File: config.mk
export PLATFORM = sky130hd
export DESIGN_NAME = bcd_to_bin_seq
export DESIGN_NICKNAME = d
export VERILOG_FILES = /design/src/rtl/bcd_to_bin_seq.sv
export SDC_FILE = /design/constraint.sdc
export NUM_CORES = 1
export LEC_CHECK = 0
export ABC_AREA = 1
export CAP_MARGIN = 20
export CORE_MARGIN = 1.5
export CORE_UTILIZATION = 38
export CTS_BUF_LIST = sky130_fd_sc_hd__clkbuf_4 sky130_fd_sc_hd__clkbuf_8
export DETAILED_ROUTE_END_ITERATION = 8
export HOLD_SLACK_MARGIN = 0.15
export PLACE_DENSITY = 0.64
export SYNTH_ARGS = -nofsm -noshare
export SYNTH_HDL_FRONTEND = slang
export SYNTH_SLANG_ARGS = --single-unit
File: constraint.sdc
create_clock -name clk -period 3.6 [get_ports clk]
set_input_delay 0.36 -clock clk [delete_from_list [all_inputs] [get_ports clk]]
set_output_delay 0.36 -clock clk [all_outputs]
set_load 0.01 [all_outputs]
File: src/rtl/bcd_to_bin_seq.sv
// Iterative 4-digit BCD-to-binary converter (reverse double-dabble), one shift per clock.
// Optional invalid-digit flagging is enabled by defining BCD2BIN_ERR_EN.
module bcd_to_bin_seq #(
    parameter int bitwidth = 16
) (
    input  logic                clk,
    input  logic                rst,
    input  logic                start,
    input  logic [3:0]          thousands,
    input  logic [3:0]          hundreds,
    input  logic [3:0]          tens,
    input  logic [3:0]          ones,
    output logic [bitwidth-1:0] binary,
    output logic                busy,
    output logic                done,
    output logic                err
);

    typedef enum logic {
        IDLE  = 1'b0,
        SHIFT = 1'b1
    } state_e;

    state_e              state_q, state_d;
    logic [4:0]          count_q, count_d;
    logic [15:0]         bcd_q, bcd_d;
    // 16 bits wide so that all 16 shifted-out bits land; only [13:0] is significant.
    logic [15:0]         res_q, res_d;
    logic [bitwidth-1:0] bin_q, bin_d;
    logic                busy_q, busy_d;
    logic                done_q, done_d;
    logic [15:0]         bcd_sh, res_sh;
`ifdef BCD2BIN_ERR_EN
    logic                err_q, err_d;
    logic                inv_q, inv_d;
`endif

    // Per-nibble correction after a right shift; no carry crosses nibble boundaries.
    function automatic logic [15:0] dabble_fix(input logic [15:0] b);
        logic [15:0] r;
        r = b;
        for (int i = 0; i < 4; i++) begin
            if (r[4*i+3]) begin
                r[4*i +: 4] = r[4*i +: 4] - 4'd3;
            end
        end
        return r;
    endfunction

    // NOTE: every always_comb target gets a default first, so no latch can be inferred.
    always_comb begin
        state_d = state_q;
        count_d = count_q;
        bcd_d   = bcd_q;
        res_d   = res_q;
        bin_d   = bin_q;
        busy_d  = busy_q;
        done_d  = 1'b0;
`ifdef BCD2BIN_ERR_EN
        err_d   = 1'b0;
        inv_d   = inv_q;
`endif
        bcd_sh  = {1'b0, bcd_q[15:1]};
        res_sh  = {bcd_q[0], res_q[15:1]};

        case (state_q)
            IDLE: begin
                if (start) begin
                    bcd_d   = {thousands, hundreds, tens, ones};
                    res_d   = '0;
                    count_d = 5'd16;
                    busy_d  = 1'b1;
                    state_d = SHIFT;
`ifdef BCD2BIN_ERR_EN
                    inv_d   = (thousands > 4'd9) || (hundreds > 4'd9) ||
                              (tens > 4'd9) || (ones > 4'd9);
`endif
                end
            end
            SHIFT: begin
                bcd_d   = dabble_fix(bcd_sh);
                res_d   = res_sh;
                count_d = count_q - 5'd1;
                if (count_q == 5'd1) begin
                    state_d     = IDLE;
                    busy_d      = 1'b0;
                    done_d      = 1'b1;
                    bin_d       = '0;
                    bin_d[13:0] = res_sh[13:0];
`ifdef BCD2BIN_ERR_EN
                    err_d       = inv_q;
                    if (inv_q) begin
                        bin_d = '0;
                    end
`endif
                end
            end
            default: state_d = IDLE;
        endcase
    end

    // NOTE: sequential state uses non-blocking assignments only.
    always_ff @(posedge clk) begin
        if (rst) begin
            state_q <= IDLE;
            count_q <= '0;
            bcd_q   <= '0;
            res_q   <= '0;
            bin_q   <= '0;
            busy_q  <= 1'b0;
            done_q  <= 1'b0;
`ifdef BCD2BIN_ERR_EN
            err_q   <= 1'b0;
            inv_q   <= 1'b0;
`endif
        end else begin
            state_q <= state_d;
            count_q <= count_d;
            bcd_q   <= bcd_d;
            res_q   <= res_d;
            bin_q   <= bin_d;
            busy_q  <= busy_d;
            done_q  <= done_d;
`ifdef BCD2BIN_ERR_EN
            err_q   <= err_d;
            inv_q   <= inv_d;
`endif
        end
    end

    assign binary = bin_q;
    assign busy   = busy_q;
    assign done   = done_q;
`ifdef BCD2BIN_ERR_EN
    assign err    = err_q;
`else
    assign err    = 1'b0;
`endif

endmodule

==> metrics.md <==
| Metric | Value |
|---|---|
| Run status | `complete, no violations` |
| #FFs+latches synth | `53` |
| Pwr dens | `415 nW/um2` |
| DP HPWL | `3270 um` |
| Area growth from synthesis to layout | `16.8%` |
| Register share of total power | `52.9%` |
| P_sw | `0.301 mW` |
| Hold Startpoint | `res_q[1]$_SDFFE_PP0P_` |
| Pre-CTS setup slack | `1.54 ns` |
| Max Cap Viol | `0` |
| Tot GR Track Use | `14.7%` |
| Critical Path Source | `state_q$_SDFF_PP0_` |
| Crit Path Max Fanout | `34` |
| Vias in the first global route | `1892` |
| Initial Util | `38.9%` |
| Drt first-iter violations | `92` |
| First-pass GRT wire length | `8420 um` |
| Final Hold Viols | `0` |
| Fin nets | `393` |
| I/O pin count | `38` |
| Die area | `6960 um2` |
| Die width | `83.4 um` |
| Hold-fix buffers at CTS | `0` |
| Synth unique cells | `23` |
| Hold Crit Depth | `2` |
| Tcrit/Tclk final | `50.2%` |
| CTS Buffer Depth | `2` |
| Setup TNS | `0 ns` |
| Wire per inst | `10.8 um` |
| Net Sw Frac | `25.2%` |
| Via count | `2095` |
| Root buf cell | `clkbuf_8` |
| Worst hold path class | `reg2reg` |
| R2r startpoint | `state_q$_SDFF_PP0_` |
| TritonCTS clock tree | `built` |
| DRT Pass-1 Iters | `5` |
| Peak VDD IR | `0.000232 V` |
| Crit. End Element | `register` |
| Largest net degree at the start of global routing | `35` |
| Minimum clock period after layout | `1.81 ns` |
| Slew margin rel. | `48.5%` |
| Leakage | `1.23 nW` |
| Port buffer count | `34` |
| Total power | `1.19 mW` |
| Layout cells sized above 1 | `6.22%` |
| Clock transition at path regs | `0.09 ns` |
| Sink Count | `53` |
| Crit path required time | `3.79 ns` |
| Worst r2r path cells | `6` |
| Critical Path Source Type | `register` |
| WS Path Type | `reg2reg` |
| RSZ-0062 raised after global routing | `no` |
| Antenna-violating nets left | `0` |
| Synth Cell Area | `2460 um2` |
| CTS resizes | `0` |
| Die Height | `83.4 um` |
| Pins Over Slew Limit | `0` |
| Site row count | `29` |
| Worst-Skew Late Latency | `0.30 ns` |
| Final worst slack | `1.79 ns` |
| Final setup violation count | `0` |
| Power Internal | `0.892 mW` |
| Core Util, Final | `45.5%` |
| Ant diodes | `0` |
| Routability cong. | `0.776` |
| Arrival time worst endpoint | `2.00 ns` |
| Avg Cell Area, Syn | `7.17 um2` |
| Drt drc | `0` |
| Initial antenna violation count | `0` |
| Yosys Warn Count | `0` |
| Slew @ Worst Pin | `0.771 ns` |
| CTS Buf Count | `5` |
| H-tree lvl count | `2` |
| Total grt overflow | `0` |
| Post-Synthesis Cells | `343` |
| Register area share after synthesis | `43.2%` |
| Core area | `6310 um2` |
| Clk pwr share | `34.9%` |
| Skew final | `0.00685 ns` |
| Final wirelength | `4820 um` |
| Vias/cell | `4.69` |
| Setup repair bufs after CTS | `0` |
| Power share of the combinational group | `12.2%` |
| Highest Clock Rate | `553 MHz` |
[metal layers]
metal | vias up | part of all wire (%) | global-route usage (%) | wire length [um]
li1 | 1113 | - | - | -
met1 | 960 | 49 | 19.0 | 2370
met2 | 17 | 48 | 25.1 | 2300
met3 | 5 | 2.0 | 3.08 | 98
met4 | 0 | 1.0 | 4.02 | 48
met5 | - | 0 | 0 | 0
[cell usage after synthesis]
master | n | area share [%]
nand2_1 | 137 | 21
dfxtp_1 | 53 | 43
nand3_1 | 33 | 6.7
a21oi_1 | 28 | 5.7
inv_1 | 28 | 4.3
nor2_1 | 20 | 3.1
buf_4 | 9 | 2.7
buf_6 | 8 | 3.7
ha_1 | 5 | 2.5
o21ai_0 | 4 | 0.81
nor2_4 | 3 | 1.4
a21oi_2 | 2 | 0.71
clkbuf_1 | 2 | 0.31
or2_2 | 2 | 0.51
clkinv_2 | 1 | 0.20
conb_1 | 1 | 0.15
inv_2 | 1 | 0.15
nand2_4 | 1 | 0.46
nand3_2 | 1 | 0.41
nand4_1 | 1 | 0.25
nand4_4 | 1 | 0.87
nor2_8 | 1 | 0.81
o21ai_1 | 1 | 0.20
[path summary, 6_finish.rpt]
check / slack (ns) / to
worst min-delay path: 0.46 / binary[0]$_SDFFE_PP0P_
worst min register to register: 0.46 / binary[0]$_SDFFE_PP0P_
worst max register to register: 1.79 / bcd_q[1]$_SDFFE_PP0P_
worst max-delay path: 1.79 / bcd_q[1]$_SDFFE_PP0P_
[metrics by stage]
stage / std cells / instance area [um2] / hold WS (ns)
floorplan: 345 / 2470 / 0.426
CTS: 447 / 2870 / 0.461
detailed placement: 439 / 2750 / 0.446
global route: 447 / 2870 / 0.482
finish: 447 / 2870 / 0.457
global placement: 439 / 2750 / 0.442
[state kept, by name (all words and copies together), names as in the netlist]
| register | cells |
|---|---|
| binary | 14 |
| count_q | 5 |
| bcd_q | 16 |
| busy | 1 |
| done | 1 |
| state_q | 1 |
| res_q | 15 |
[cell families after synthesis]
logic type / after synthesis / share of synthesized area (%)
other: 1 / 0.153
AND/OR/NAND/NOR: 200 / 35.4
AO/OA/AOI/OAI: 35 / 7.43
buffers and inverters: 49 / 11.3
adder cells (fa/ha/maj): 5 / 2.54
flip-flops: 53 / 43.2
[area by class of cell]
class,count,area (um2)
fillers,687,3440
multi-input cells,243,1130
flip-flops and latches,53,1060
repair buffers,36,355
inverters,30,114
well taps,77,96.3
clock buffers,6,82.6
clock inverters,2,37.5
[cell usage in the layout (no fill, tap or decap), types with 2 or more instances in the layout]
cell             Yosys  layout
nand3_1             33      33
a21oi_2              2       2
clkbuf_8             0       6
dfxtp_1             53      53
or2_2                2       2
inv_1               28      28
conb_1               1       3
o21ai_0              4       4
a21oi_1             28      28
clkdlybuf4s50_1      0      34
nor2_4               3       3
ha_1                 5       5
nor2_1              20      20
nand2_1            137     137
buf_4                9       2
[power groups by stage]
stage	Clock, mW	Combinational, mW	Sequential (mW)
finish	0.417	0.145	0.631
floorplan	0	0.124	0.635
CTS	0.428	0.148	0.631
global placement	0	0.145	0.645
global route	0.451	0.167	0.635
detailed placement	0	0.147	0.644
[critical path, stage by stage, from the launching register on]
cell,delay (ns)
dfxtp_1,0.83
buf_4,0.40
nor2_8,0.16
nand2_1,0.10
nand2_1,0.05
nor2_1,0.10
nor2_1,0.04
Power figures use the tool's default switching activity.
